===== src/rtl/hyperbus_pkg.sv =====
// Shared types and helpers for the HyperBus transaction sequencer.
package hyperbus_pkg;

  typedef enum logic [2:0] {
    ST_IDLE,
    ST_CS_SETUP,
    ST_CMD,
    ST_LATENCY,
    ST_WDATA,
    ST_RDATA,
    ST_CS_HOLD,
    ST_RECOVERY
  } state_e;

  typedef struct packed {
    logic        rw;
    logic        as;
    logic        burst;
    logic [28:0] addr_hi;
    logic [12:0] rsvd;
    logic [2:0]  addr_lo;
  } ca_t;

  localparam int unsigned DEFAULT_RWR = 4;

  function automatic ca_t ca_pack(input logic write, input logic [31:0] addr);
    ca_t ca;
    ca.rw      = ~write;
    ca.as      = 1'b0;
    ca.burst   = 1'b1;
    ca.addr_hi = addr[31:3];
    ca.rsvd    = '0;
    ca.addr_lo = addr[2:0];
    return ca;
  endfunction

endpackage


===== src/rtl/hyperbus_txn_ctrl.sv =====
// HyperBus transaction sequencer: one burst at a time, CA/latency/data/recovery.
module hyperbus_txn_ctrl
  import hyperbus_pkg::*;
#(
  parameter int unsigned NR_CS      = 2,
  parameter int unsigned LATENCY    = 6,
  parameter int unsigned RWR        = DEFAULT_RWR,
  parameter int unsigned RD_TIMEOUT = 64
) (
  input  logic                     clk_i,
  input  logic                     rst_i,
  input  logic                     trans_valid_i,
  output logic                     trans_ready_o,
  input  logic                     trans_write_i,
  input  logic [31:0]              trans_addr_i,
  input  logic [$clog2(NR_CS)-1:0] trans_cs_i,
  input  logic [15:0]              trans_len_i,
  input  logic                     wdata_valid_i,
  output logic                     wdata_ready_o,
  input  logic [15:0]              wdata_i,
  output logic                     rdata_valid_o,
  output logic [15:0]              rdata_o,
  output logic                     done_o,
  output logic                     error_o,
  output logic [NR_CS-1:0]         phy_cs_no,
  output logic                     phy_ck_en_o,
  output logic [15:0]              phy_dq_o,
  output logic                     phy_dq_oe_o,
  output logic [1:0]               phy_rwds_o,
  output logic                     phy_rwds_oe_o,
  input  logic                     phy_rwds_i,
  input  logic                     phy_rdata_valid_i,
  input  logic [15:0]              phy_rdata_i
);

  state_e                   state, state_d;
  logic [15:0]              cnt, cnt_d;
  logic [15:0]              tcnt, tcnt_d;
  logic                     armed;
  logic                     wr_q;
  logic [31:0]              addr_q;
  logic [$clog2(NR_CS)-1:0] cs_q;
  logic [15:0]              len_q;
  logic                     lat2_q;
  logic                     accept;
  ca_t                      ca;
  logic [15:0]              lat_last;
  logic [NR_CS-1:0]         cs_sel;

  assign ca       = ca_pack(wr_q, addr_q);
  assign lat_last = lat2_q ? 16'(2 * LATENCY - 1) : 16'(LATENCY - 1);
  assign cs_sel   = ~(NR_CS'(1) << cs_q);
  assign accept   = (state == ST_IDLE) && armed && trans_valid_i;

  always_ff @(posedge clk_i or posedge rst_i) begin
    if (rst_i) begin
      state <= ST_IDLE;
      cnt   <= '0;
      tcnt  <= '0;
    end else begin
      state <= state_d;
      cnt   <= cnt_d;
      tcnt  <= tcnt_d;
    end
  end

  // armed holds off trans_ready_o until the first edge after reset release
  always_ff @(posedge clk_i or posedge rst_i) begin
    if (rst_i) begin
      armed         <= 1'b0;
      wr_q          <= 1'b0;
      addr_q        <= '0;
      cs_q          <= '0;
      len_q         <= '0;
      lat2_q        <= 1'b0;
      rdata_valid_o <= 1'b0;
      rdata_o       <= '0;
    end else begin
      armed <= 1'b1;
      if (accept) begin
        wr_q   <= trans_write_i;
        addr_q <= trans_addr_i;
        cs_q   <= trans_cs_i;
        len_q  <= trans_len_i;
      end
      if (state == ST_CMD && cnt == 16'd0) begin
        lat2_q <= phy_rwds_i;
      end
      rdata_valid_o <= (state == ST_RDATA) && phy_rdata_valid_i;
      if ((state == ST_RDATA) && phy_rdata_valid_i) begin
        rdata_o <= phy_rdata_i;
      end
    end
  end

  always_comb begin
    state_d       = state;
    cnt_d         = cnt;
    tcnt_d        = tcnt;
    trans_ready_o = 1'b0;
    wdata_ready_o = 1'b0;
    done_o        = 1'b0;
    error_o       = 1'b0;
    phy_cs_no     = '1;
    phy_ck_en_o   = 1'b0;
    phy_dq_o      = '0;
    phy_dq_oe_o   = 1'b0;
    phy_rwds_o    = 2'b00;
    phy_rwds_oe_o = 1'b0;
    case (state)
      ST_IDLE: begin
        trans_ready_o = armed;
        if (accept) begin
          state_d = ST_CS_SETUP;
        end
      end
      ST_CS_SETUP: begin
        phy_cs_no = cs_sel;
        cnt_d     = '0;
        state_d   = ST_CMD;
      end
      ST_CMD: begin
        phy_cs_no   = cs_sel;
        phy_ck_en_o = 1'b1;
        phy_dq_oe_o = 1'b1;
        case (cnt[1:0])
          2'd0:    phy_dq_o = ca[47:32];
          2'd1:    phy_dq_o = ca[31:16];
          default: phy_dq_o = ca[15:0];
        endcase
        if (cnt == 16'd2) begin
          cnt_d   = '0;
          state_d = ST_LATENCY;
        end else begin
          cnt_d = cnt + 16'd1;
        end
      end
      ST_LATENCY: begin
        phy_cs_no   = cs_sel;
        phy_ck_en_o = 1'b1;
        if (cnt == lat_last) begin
          cnt_d   = '0;
          tcnt_d  = '0;
          state_d = wr_q ? ST_WDATA : ST_RDATA;
        end else begin
          cnt_d = cnt + 16'd1;
        end
      end
      ST_WDATA: begin
        phy_cs_no     = cs_sel;
        wdata_ready_o = 1'b1;
        phy_dq_oe_o   = 1'b1;
        phy_rwds_oe_o = 1'b1;
        phy_dq_o      = wdata_i;
        phy_ck_en_o   = wdata_valid_i;
        if (wdata_valid_i) begin
          cnt_d = cnt + 16'd1;
          if (cnt == len_q) begin
            state_d = ST_CS_HOLD;
          end
        end
      end
      ST_RDATA: begin
        phy_cs_no   = cs_sel;
        phy_ck_en_o = 1'b1;
        if (phy_rdata_valid_i) begin
          tcnt_d = '0;
          cnt_d  = cnt + 16'd1;
          if (cnt == len_q) begin
            state_d = ST_CS_HOLD;
          end
        end else if (tcnt == 16'(RD_TIMEOUT - 1)) begin
          error_o = 1'b1;
          state_d = ST_CS_HOLD;
        end else begin
          tcnt_d = tcnt + 16'd1;
        end
      end
      ST_CS_HOLD: begin
        phy_cs_no = cs_sel;
        cnt_d     = '0;
        state_d   = ST_RECOVERY;
      end
      ST_RECOVERY: begin
        done_o = (cnt == 16'd0);
        if (cnt == 16'(RWR - 1)) begin
          cnt_d   = '0;
          state_d = ST_IDLE;
        end else begin
          cnt_d = cnt + 16'd1;
        end
      end
      default: state_d = ST_IDLE;
    endcase
  end

endmodule


===== config.mk =====
export PLATFORM = sky130hd
export DESIGN_NAME = hyperbus_txn_ctrl
export DESIGN_NICKNAME = d
export VERILOG_FILES = /design/src/rtl/hyperbus_pkg.sv /design/src/rtl/hyperbus_txn_ctrl.sv
export SDC_FILE = /design/constraint.sdc
export NUM_CORES = 1
export LEC_CHECK = 0
export CAP_MARGIN = 20
export CORE_ASPECT_RATIO = 0.9
export CORE_MARGIN = 2
export CORE_UTILIZATION = 45
export CTS_CLUSTER_SIZE = 24
export DETAILED_ROUTE_END_ITERATION = 8
export HOLD_SLACK_MARGIN = 0.15
export PLACE_DENSITY = 0.77
export SETUP_SLACK_MARGIN = 0.1
export SLEW_MARGIN = 20
export SYNTH_ARGS = -nofsm -noshare
export SYNTH_HDL_FRONTEND = slang
export SYNTH_SLANG_ARGS = --single-unit
export TNS_END_PERCENT = 100

===== constraint.sdc =====
create_clock -name clk_i -period 3.8 [get_ports clk_i]
set_clock_uncertainty 0.15 [all_clocks]
set_input_delay 0.76 -clock clk_i [delete_from_list [all_inputs] [get_ports clk_i]]
set_output_delay 0.76 -clock clk_i [all_outputs]
set_load 0.01 [all_outputs]

Word level (Yosys, flattened, before mapping)
Cells that the tools add are included.
W data, S select, Z words.
Operators by class
  $add $sub $neg: 2
  eq/ne operators: 21
  shift-type cells: 1
  mux-type cells: 32
  bitwise logic cells: 2
  reduce and logical (&&, ||, !) cells: 16
Operators by type and width (number)
  $mux W16: 8
  $pmux W16 S2: 3
  $pmux W16 S6: 1
  $add A16 B1 Y16 const B: 2
  $eq A16 B2 Y1 const B: 2
  $mux W3: 8
  $pmux W3 S8: 1
  $eq A16 B16 Y1: 1
  $eq A16 B4 Y1: 1
  $eq A16 B6 Y1 const B: 1
  $logic_not A16 Y1: 1
  $eq A3 B3 Y1 const B: 4
  $ne A2 B2 Y1 const B: 5
  $mux W1: 8
  $eq A3 B2 Y1 const B: 2
  $reduce_and A3 Y1: 2
  $reduce_and A6 Y1: 1
  $reduce_bool A6 Y1: 1
  $reduce_or A6 Y1: 1
  $logic_and A1 B1 Y1: 4
  $mux W4: 1
  $reduce_or A2 Y1: 2
  $eq A3 B1 Y1 const B: 1
  $logic_not A3 Y1: 1
  12 further kinds: 12
Storage, ports and cells
  bits in registers: 104
  bits of input ports: 88
  output and inout bits: 44
  logic and storage cells: 85

Longest topological paths before layout
Gate-level depths: netlist of run 1.
  depth after elaboration: 5
  gate-level depth with buffers: 8
  mapped depth without buffers: 7

Worst setup path before layout of run 1
OpenSTA, ideal clock, no wires.
  path kind: input port to output port
  start point: input phy_rdata_valid_i
  end point: output error_o
  arrival: 1652 ps
  setup slack: 1238 ps
  stages: 4
  path buffers: 2
  path through: or3_1 > clkbuf_1 > clkbuf_1 > nor2_1
Between the ends
  longest elaborated chain between the ends: 2
RTL lines
  start, declared: RTL line hyperbus_txn_ctrl.sv:32  | input logic phy_rdata_valid_i,
  $mux W1: RTL line hyperbus_txn_ctrl.sv:166  | if (phy_rdata_valid_i) begin
  $mux W1: RTL line hyperbus_txn_ctrl.sv:110  | case (state)
  end, declared: RTL line hyperbus_txn_ctrl.sv:24  | output logic error_o,
Every way passes these cells.

Worst setup path after layout of run 1
  start point: register cnt[0]
  end point: output phy_dq_o[0]
Between the ends
  longest elaborated chain between the ends: 3
  elaborated cells on any way between the ends: 4
RTL lines
  start, declared: RTL line hyperbus_txn_ctrl.sv:37  | logic [15:0] cnt, cnt_d;
  start signal, assigned: RTL line hyperbus_txn_ctrl.sv:62  | cnt <= cnt_d;
  $eq A2 B1 Y1 or $logic_not A2 Y1 (tied branches): RTL line hyperbus_txn_ctrl.sv:126  | case (cnt[1:0])
  $pmux W16 S2 (*): RTL line hyperbus_txn_ctrl.sv:126
  $pmux W16 S2 (*): RTL line hyperbus_txn_ctrl.sv:110
  end, declared: RTL line hyperbus_txn_ctrl.sv:27  | output logic [15:0] phy_dq_o,
Mark *: on every way between the ends. The rest lies on a longest branch, timed or not.

==> results.ini, run 1 <==
[status]
status=complete, no violations

[clock_tree]
clockBufferDepth=2
cts_buffers=9
postCtsSetupBuffers=0
cts.clk_slew.worst_paths_ns=0.07
clk_latency_ns=0.35
cts_resized=0
cts_hold_buf=0
cts_root_buf=clkbuf_16
cts_tree=built
cts.sinks=104
htreeDepth=3

[timing]
rsz0062_at_grt=no
tightest_slew_ns=0.8112
layout_setup_ws_ns=0.3251
min_period_ns=3.475
period_share=0.9145
relSlewSlack=0.4592
fmax_ghz=0.2878
fin_setup_tns_ns=0
setup_violations=0
finalMaxSlewViolations=0
hold_viol_final=0

[die]
initial_core_util=0.4649
ioPinCount=132
die-width_um=119.0
core_area_um2=11530
die_y_um=107.5
rows=37
die-area_um2=12800

[grt]
grt_antenna_before_repair=0
grt_pass1_vias=4654
track_usage=0.2211
grt_pass1_wl_um=22600
grt_overflow_total=0
grt_max_degree=66

[placed_design]
gp_congestion=0.8438
io_buffers=129
pre_cts_slack_ns=0.5633
dpl.hpwl_um=9960

[setup_path]
critPathArrivalTime_ns=2.56
required_ns=2.89
reg2reg_from=state[2]
critPathKind=reg2out
crit_path_end_kind=primary output
cp-startpoint=cnt[0]
crit_fanout=17
crit_path_start_kind=flop

[job]
maxCapViolCount=0

[power_and_ir_drop]
p_per_area_nw_per_um2=686.5
peakVddDrop_uv=309.5
power.leakage_nw=2.884

[synth]
synth-main-ff-cell=dfrtp_1
yosysWarnings=0
synth_top_family_by_area=simple AND/OR/NAND/NOR gates
synthAdderAreaFrac=0.01167
synth_compound_area_frac=0.1361
synth_seq_cells=104
synthArstFlopShare=1.000
synth.mux.area_fraction=0.1069
synth-seq-area-share=0.4856
syn-mean-instance-area_um2=9.906
syn-cell-area_um2=5359
synth_edf_count=0
synth_xor_area_frac=0.04249
synth_cell_type_count=60
synth_cells=541
synthSimpleGateAreaFrac=0.1765

[routing]
wire_per_inst_um=16.95
vias_per_cell=5.587
drt-initial-drc-count=243
drcViolationCount=0
ant_nets=0
wl_um=13810
vias=4553
first_pass_iters=4

[cells_and_area]
n_fill_cell=960
syn2layout_area_growth_pct=31.31
final_common_cell=clkdlybuf4s50_1
fin_nets=748
drive_gt1_frac=0.1275
diodes=0
mostFrequentLayoutCells=clkdlybuf4s50_1, dfrtp_1, nand2_1
regArea_um2=2603
multi_input_area_um2=2551

[hold_path]
hold_path_class=reg2reg
hold_start=rdata_o[7]

-- synthesized netlist by cell type (4+ instances only) --
cell type,n,area share
clkbuf_1,17,0.012
o31ai_1,19,0.027
nand3_1,10,0.0093
dfrtp_1,104,0.49
and3_1,8,0.0093
xnor2_1,21,0.034
xor2_1,5,0.0082
nor2_1,23,0.016
a22oi_1,11,0.015
buf_2,15,0.014
o21ai_0,37,0.035
ha_1,5,0.012
a31oi_1,5,0.0058
and2_1,4,0.0047
inv_1,9,0.0063
nor3_1,9,0.0084
a21oi_1,19,0.018
mux2_2,50,0.11
nor4_1,6,0.0070
nand2_1,98,0.069
nand4_1,14,0.016
-- stage by stage --
stage	instances	area, um^2	util	hold slack, ns	power [mW]
after detailed placement	799	6753	0.5858	0.3112	3.961
after global routing	815	7037	0.6104	0.3598	5.149
final	815	7037	0.6104	0.3278	4.831
after CTS	814	7032	0.6100	0.3304	4.865
after floorplan	542	5363	-	0.3310	3.148
after global placement	799	6753	0.5858	0.3080	3.878
-- registers in the layout, summed over array words and instances, names as in the netlist --
name / cells
wr_q: 1
rdata_valid_o: 1
state: 3
lat2_q: 1
cnt: 16
len_q: 16
armed: 1
tcnt: 16
addr_q: 32
rdata_o: 16
cs_q: 1
-- power by group --
part,total (mW),internal (mW),switching (mW)
sequential,1.82,1.51,0.315
combinational,2.12,1.05,1.07
clock,0.889,0.451,0.437
total,4.83,3.01,1.83
-- critical path: stages (launching register included) --
cell and delay (ns):
dfrtp_1 0.45, inv_1 0.13, ha_1 0.59, a22o_1 0.22, a21oi_1 0.05, o21ai_0 0.18
clkdlybuf4s50_1 0.58
-- per-layer routing --
metal  up-vias  track usage  routed length, um  share of wire
met5         -            0                  0              0
met4         0      0.08248                272          0.020
met3        23      0.05985                859          0.062
met2       139       0.3576               6513           0.47
met1      2244       0.2857               6169           0.45
li1       2147            -                  -              -
-- area by class of cell --
cell class,count,area share
sequential,104,0.3698
multi-input combinational,392,0.3626
timing repair buffer,138,0.1945
clock buffer,9,0.03201
tap,156,0.02774
clock inverter,6,0.007646
inverter,10,0.005690
-- cells by family after synthesis --
kind of cell,Yosys count
XOR/XNOR,26
buffers and inverters,46
AO/OA/AOI/OAI,113
adder cells (fa/ha/maj),5
multiplexers,51
flip-flops,104
AND/OR/NAND/NOR,194
other,2
-- path summary, 6_finish.rpt --
kind / cells past startpoint / end / slack (ns)
worst max-delay path: 6 / phy_dq_o[0] / 0.33
worst min-delay path: 2 / rdata_o[7] / 0.33
worst max register to register: 4 / addr_q[22] / 1.18
worst min register to register: 2 / rdata_o[7] / 0.33
max in group asynchronous: 3 / cnt[10] / 2.01
min in group asynchronous: 2 / rdata_o[6] / 0.78
Note: power is estimated with default switching activity, not from simulation.
==> inputs of run 2 (changes only) <==
Settings changed: SLEW_MARGIN 20 to default.
==> results.ini, run 2 (synthesized netlist as in run 1, its figures left out) <==
[cells_and_area]
syn2layout_area_growth_pct=31.22  ; about the same
largest_reg_flops=32  ; unchanged
fin_nets=747  ; -0.13%
mostFrequentLayoutCells=clkdlybuf4s50_1, dfrtp_1, nand2_1
drive_gt1_frac=0.1261  ; -0.001326
diodes=0  ; unchanged
final_common_cell=clkdlybuf4s50_1
regMostFlops=addr_q

[setup_path]
ff2ff_setup_slack_ns=1.19  ; about the same
reg2reg_from=state[2]
reg2reg_to=addr_q[22]
crit_path_end_kind=primary output
critPathArrivalTime_ns=2.57  ; about the same
critPathKind=reg2out
cp-startpoint=cnt[0]
required_ns=2.89  ; about the same
rr_worst_depth=4  ; unchanged
crit_end=phy_dq_o[0]
crit_path_start_kind=flop
crit_fanout=17  ; unchanged

[timing]
tightest_slew_ns=1.006  ; +0.1946 ns
min_period_ns=3.479  ; +0.003623 ns
hold_viol_final=0  ; unchanged
relSlewSlack=0.3233  ; -0.1359
finalMaxSlewViolations=0  ; unchanged
setup_violations=0  ; unchanged
period_share=0.9154  ; +0.0009534
fmax_ghz=0.2875  ; -0.10%
fin_setup_tns_ns=0  ; unchanged
layout_setup_ws_ns=0.3214  ; -0.003623 ns
rsz0062_at_grt=no

[grt]
grt_pass1_wl_um=22600  ; unchanged
grt_overflow_total=0  ; unchanged
grt_max_degree=66  ; unchanged
track_usage=0.2211  ; unchanged
grt_antenna_before_repair=0  ; unchanged
grt_pass1_vias=4654  ; unchanged

[routing]
highest_layer=met4
wire_per_inst_um=16.92  ; -0.18%
drt-initial-drc-count=262  ; +7.8%
vias=4556  ; +0.066%
vias_per_cell=5.597  ; +0.19%
met2WireLength_um=6517  ; about the same
ant_nets=0  ; unchanged
wl_met3_um=864  ; +0.58%
first_pass_iters=4  ; unchanged
drcViolationCount=0  ; unchanged
met1_length_um=6131  ; -0.62%
wl_um=13770  ; -0.30%

[power_and_ir_drop]
power.leakage_nw=2.879  ; -0.16%
p_per_area_nw_per_um2=687.3  ; +0.11%
sw_frac_of_total=0.3782  ; about the same
pwr-share-seq=0.377  ; about the same
internal_power_mw=3.005  ; about the same
peakVddDrop_uv=309.5  ; about the same
clock_power_share=0.184  ; about the same
pwr-share-comb=0.439  ; about the same
switching_power_mw=1.828  ; +0.11%

[placed_design]
dpl.hpwl_um=9960  ; unchanged
io_buffers=129  ; unchanged
pre_cts_slack_ns=0.5633  ; unchanged
gp_congestion=0.8438  ; unchanged

[clock_tree]
cts_root_buf=clkbuf_16
cts_hold_buf=0  ; unchanged
cts.sinks=104  ; unchanged
cts_buffers=9  ; unchanged
cts_tree=built
cts_resized=0  ; unchanged
cts.clk_slew.worst_paths_ns=0.07  ; about the same
clockBufferDepth=2  ; unchanged
htreeDepth=3  ; unchanged
clk_latency_ns=0.35  ; about the same
postCtsSetupBuffers=0  ; unchanged

[die]
rows=37  ; unchanged
die-width_um=119.0  ; unchanged
ioPinCount=132  ; unchanged
core_area_um2=11530  ; unchanged
die_y_um=107.5  ; unchanged
die-area_um2=12800  ; unchanged
initial_core_util=0.4649  ; unchanged

[hold_path]
hold_start=rdata_o[7]
hold_path_class=reg2reg

[status]
status=complete, no violations

[job]
maxCapViolCount=0  ; unchanged

## run 2: metal layers
layer	vias to the layer above	track usage
met3	20	0.05985
met4	0	0.08248
li1	2140	-
met1	2247	0.2857
met2	149	0.3576
met5	-	0
## run 2: how the worst min path moves through the flow
stage                              to  slack (ns)  depth (start not counted)
after floorplan            addr_q[16]        0.33                          1
after global placement     rdata_o[2]        0.31                          2
after detailed placement   rdata_o[7]        0.31                          2
after CTS                  rdata_o[7]        0.33                          2
after global routing      rdata_o[14]        0.36                          2
final                      rdata_o[7]        0.33                          2
## run 2: metrics by stage
stage,hold WS [ns],cell area [um^2],total power [mW],cells,utilization
floorplan,0.3310,5363,3.148,542,-
global placement,0.3080,6753,3.878,799,0.5858
detailed placement,0.3112,6753,3.961,799,0.5858
CTS,0.3304,7032,4.865,814,0.6100
global route,0.3598,7032,5.149,814,0.6100
finish,0.3277,7032,4.833,814,0.6100
## run 2: area by class of cell
cell class	instances	area, um^2
multi-input combinational	392	2551
timing repair buffer	137	1364
clock buffer	9	225.2
clock inverter	6	53.80
sequential	104	2603
inverter	10	40.04
fill	961	4496
tap	156	195.2
## run 2: critical path: stages (launching register included)
cell             delay (ns)
dfrtp_1                0.45
inv_1                  0.14
ha_1                   0.59
a22o_1                 0.22
a21oi_1                0.05
o21ai_0                0.18
clkdlybuf4s50_1        0.58
## run 2: power groups by stage
stage / logic (mW) / clock network, mW / registers (mW)
3_5_place_dp: 2.12 / 0 / 1.84
6_report: 2.12 / 0.889 / 1.82
4_1_cts: 2.13 / 0.905 / 1.83
3_3_place_gp: 2.06 / 0 / 1.82
2_1_floorplan: 1.40 / 0 / 1.75
5_1_grt: 2.32 / 0.946 / 1.88
==> inputs of run 3 (changes only) <==
Settings changed: CORE_MARGIN 2 to 5, SLEW_MARGIN from default to 20.
==> results.ini, run 3 (synthesized netlist as in run 1, its figures left out) <==
[clock_tree]
cts.clk_slew.worst_paths_ns=0.07  ; about the same
cts_buffers=9  ; unchanged
cts_root_buf=clkbuf_16
cts.sinks=104  ; unchanged
cts_hold_buf=0  ; unchanged
cts_resized=0  ; unchanged
cts_tree=built
postCtsSetupBuffers=0  ; unchanged
clk_latency_ns=0.34  ; about the same
htreeDepth=3  ; unchanged
clockBufferDepth=2  ; unchanged

[power_and_ir_drop]
clock_power_share=0.183  ; about the same
p_per_area_nw_per_um2=687.5  ; about the same
internal_power_mw=3.044  ; +1.3%
pwr-share-comb=0.440  ; about the same
power.leakage_nw=2.896  ; +0.61%
peakVddDrop_uv=397.2  ; +28%
pwr-share-seq=0.377  ; about the same
sw_frac_of_total=0.3723  ; -0.005911
switching_power_mw=1.805  ; -1.2%

[die]
die_y_um=113.5  ; +5.6%
core_area_um2=11530  ; unchanged
die-area_um2=14190  ; +11%
initial_core_util=0.4649  ; unchanged
rows=37  ; unchanged
ioPinCount=132  ; unchanged
die-width_um=125.0  ; +5.0%

[timing]
finalMaxSlewViolations=0  ; unchanged
hold_viol_final=0  ; unchanged
min_period_ns=3.446  ; -0.03302 ns
layout_setup_ws_ns=0.3545  ; +0.03303 ns
fmax_ghz=0.2902  ; +0.96%
worst_hold_slack_ns=0.3244  ; -0.003374 ns
rsz0062_at_grt=no
tightest_slew_ns=0.9310  ; -0.07472 ns
period_share=0.9067  ; -0.008691
relSlewSlack=0.3736  ; +0.05027
fin_setup_tns_ns=0  ; unchanged
setup_violations=0  ; unchanged

[cells_and_area]
final_common_cell=clkdlybuf4s50_1
n_fill_cell=931  ; -3.1%
fin_nets=749  ; +0.27%
syn2layout_area_growth_pct=31.61
regMostFlops=addr_q
largest_reg_flops=32  ; unchanged
mostFrequentLayoutCells=clkdlybuf4s50_1, dfrtp_1, nand2_1
design_area_um2=7053  ; +0.30%
diodes=0  ; unchanged
final_util=0.6119  ; +0.001845
drive_gt1_frac=0.1286  ; +0.002453

[setup_path]
required_ns=2.89  ; about the same
crit_family=buffers and inverters
critPathArrivalTime_ns=2.54  ; -0.03 ns
ff2ff_setup_slack_ns=1.01  ; -0.18 ns
cpMaxStageDelayCell=clkdlybuf4s50_1
critPathKind=reg2out
crit_fanout=17  ; unchanged
crit_path_end_kind=primary output
crit_chain=inv_1, ha_1, a22o_1, a21oi_1, o21ai_0, clkdlybuf4s50_1
max_stage_delay_ns=0.58  ; about the same
crit_path_start_kind=flop
cp_num_buf_inv=2  ; unchanged

[placed_design]
gp_congestion=0.8550  ; +1.3%
io_buffers=129  ; unchanged
dpl.hpwl_um=10370  ; +4.1%
place_area_um2=6768  ; +0.22%
pre_cts_slack_ns=0.5925  ; +0.02921 ns

[grt]
grt_overflow_total=0  ; unchanged
track_usage=0.2015  ; -0.01963
grt_antenna_before_repair=0  ; unchanged
grt_pass1_wl_um=23810  ; +5.3%
grt_pass1_vias=4802  ; +3.2%
grt_max_degree=57  ; -14%

[routing]
drt-initial-drc-count=327  ; +25%
first_pass_iters=6  ; +2
wl_um=13990  ; +1.6%
vias=4572  ; +0.35%
ant_nets=0  ; unchanged
vias_per_cell=5.596  ; about the same
wire_per_inst_um=17.12  ; +1.2%
drcViolationCount=0  ; unchanged

[hold_path]
hold_path_class=reg2reg

[job]
maxCapViolCount=0  ; unchanged

[status]
status=complete, no violations

-- run 3: cell types whose count changed in the layout (fill, tap and decap cells not counted) --
cell and delta:
clkbuf_8 +2, inv_8 -2, clkinv_2 +1, clkbuf_1 +1
clkinvlp_4 -1, buf_4 +2
-- run 3: stage by stage --
step | power (mW) | cells
6_report | 4.849 | 817
3_5_place_dp | 3.983 | 801
4_1_cts | 4.889 | 817
3_3_place_gp | 3.904 | 801
5_1_grt | 5.206 | 817
2_1_floorplan | 3.148 | 542
-- run 3: tightest hold or removal path: cells and delay by family (launching register included) --
| kind | cells | cell delay, ns |
|---|---|---|
| flip-flops | 1 | 0.34 |
| AND/OR/NAND/NOR | 2 | 0.10 |
-- run 3: path summary, 6_finish.rpt --
| check | start | endpoint | cells past startpoint |
|---|---|---|---|
| worst min-delay path | rdata_o[11] | rdata_o[11] | 2 |
| max in group asynchronous | rst_i | cnt[15] | 3 |
| worst min register to register | rdata_o[11] | rdata_o[11] | 2 |
| worst max register to register | state[2] | len_q[12] | 4 |
| worst max-delay path | cnt[1] | phy_dq_o[2] | 6 |
| min in group asynchronous | rst_i | rdata_o[11] | 2 |
-- run 3: final cells by class --
class | instances | area [um^2] | area share
Clock buffer | 12 | 256.5 | 0.03637
Clock inverter | 4 | 28.78 | 0.004080
Inverter | 10 | 40.04 | 0.005677
Multi-Input combinational cell | 392 | 2551 | 0.3617
Sequential cell | 104 | 2603 | 0.3690
Tap cell | 156 | 195.2 | 0.02767
Timing Repair Buffer | 139 | 1379 | 0.1955
-- run 3: power groups by stage --
stage | Sequential (mW) | Clock [mW] | Combinational [mW]
6_report | 1.83 | 0.886 | 2.13
5_1_grt | 1.89 | 0.957 | 2.36
4_1_cts | 1.83 | 0.908 | 2.15
2_1_floorplan | 1.75 | 0 | 1.40
3_3_place_gp | 1.83 | 0 | 2.07
3_5_place_dp | 1.85 | 0 | 2.14
-- run 3: routing by layer --
| metal | vias to the layer above | routed length (um) | track usage |
|---|---|---|---|
| met5 | - | 0 | 0 |
| met4 | 0 | 255 | 0.06358 |
| met3 | 23 | 1150 | 0.05852 |
| met2 | 180 | 6817 | 0.3303 |
| met1 | 2222 | 5763 | 0.2599 |
| li1 | 2147 | - | - |
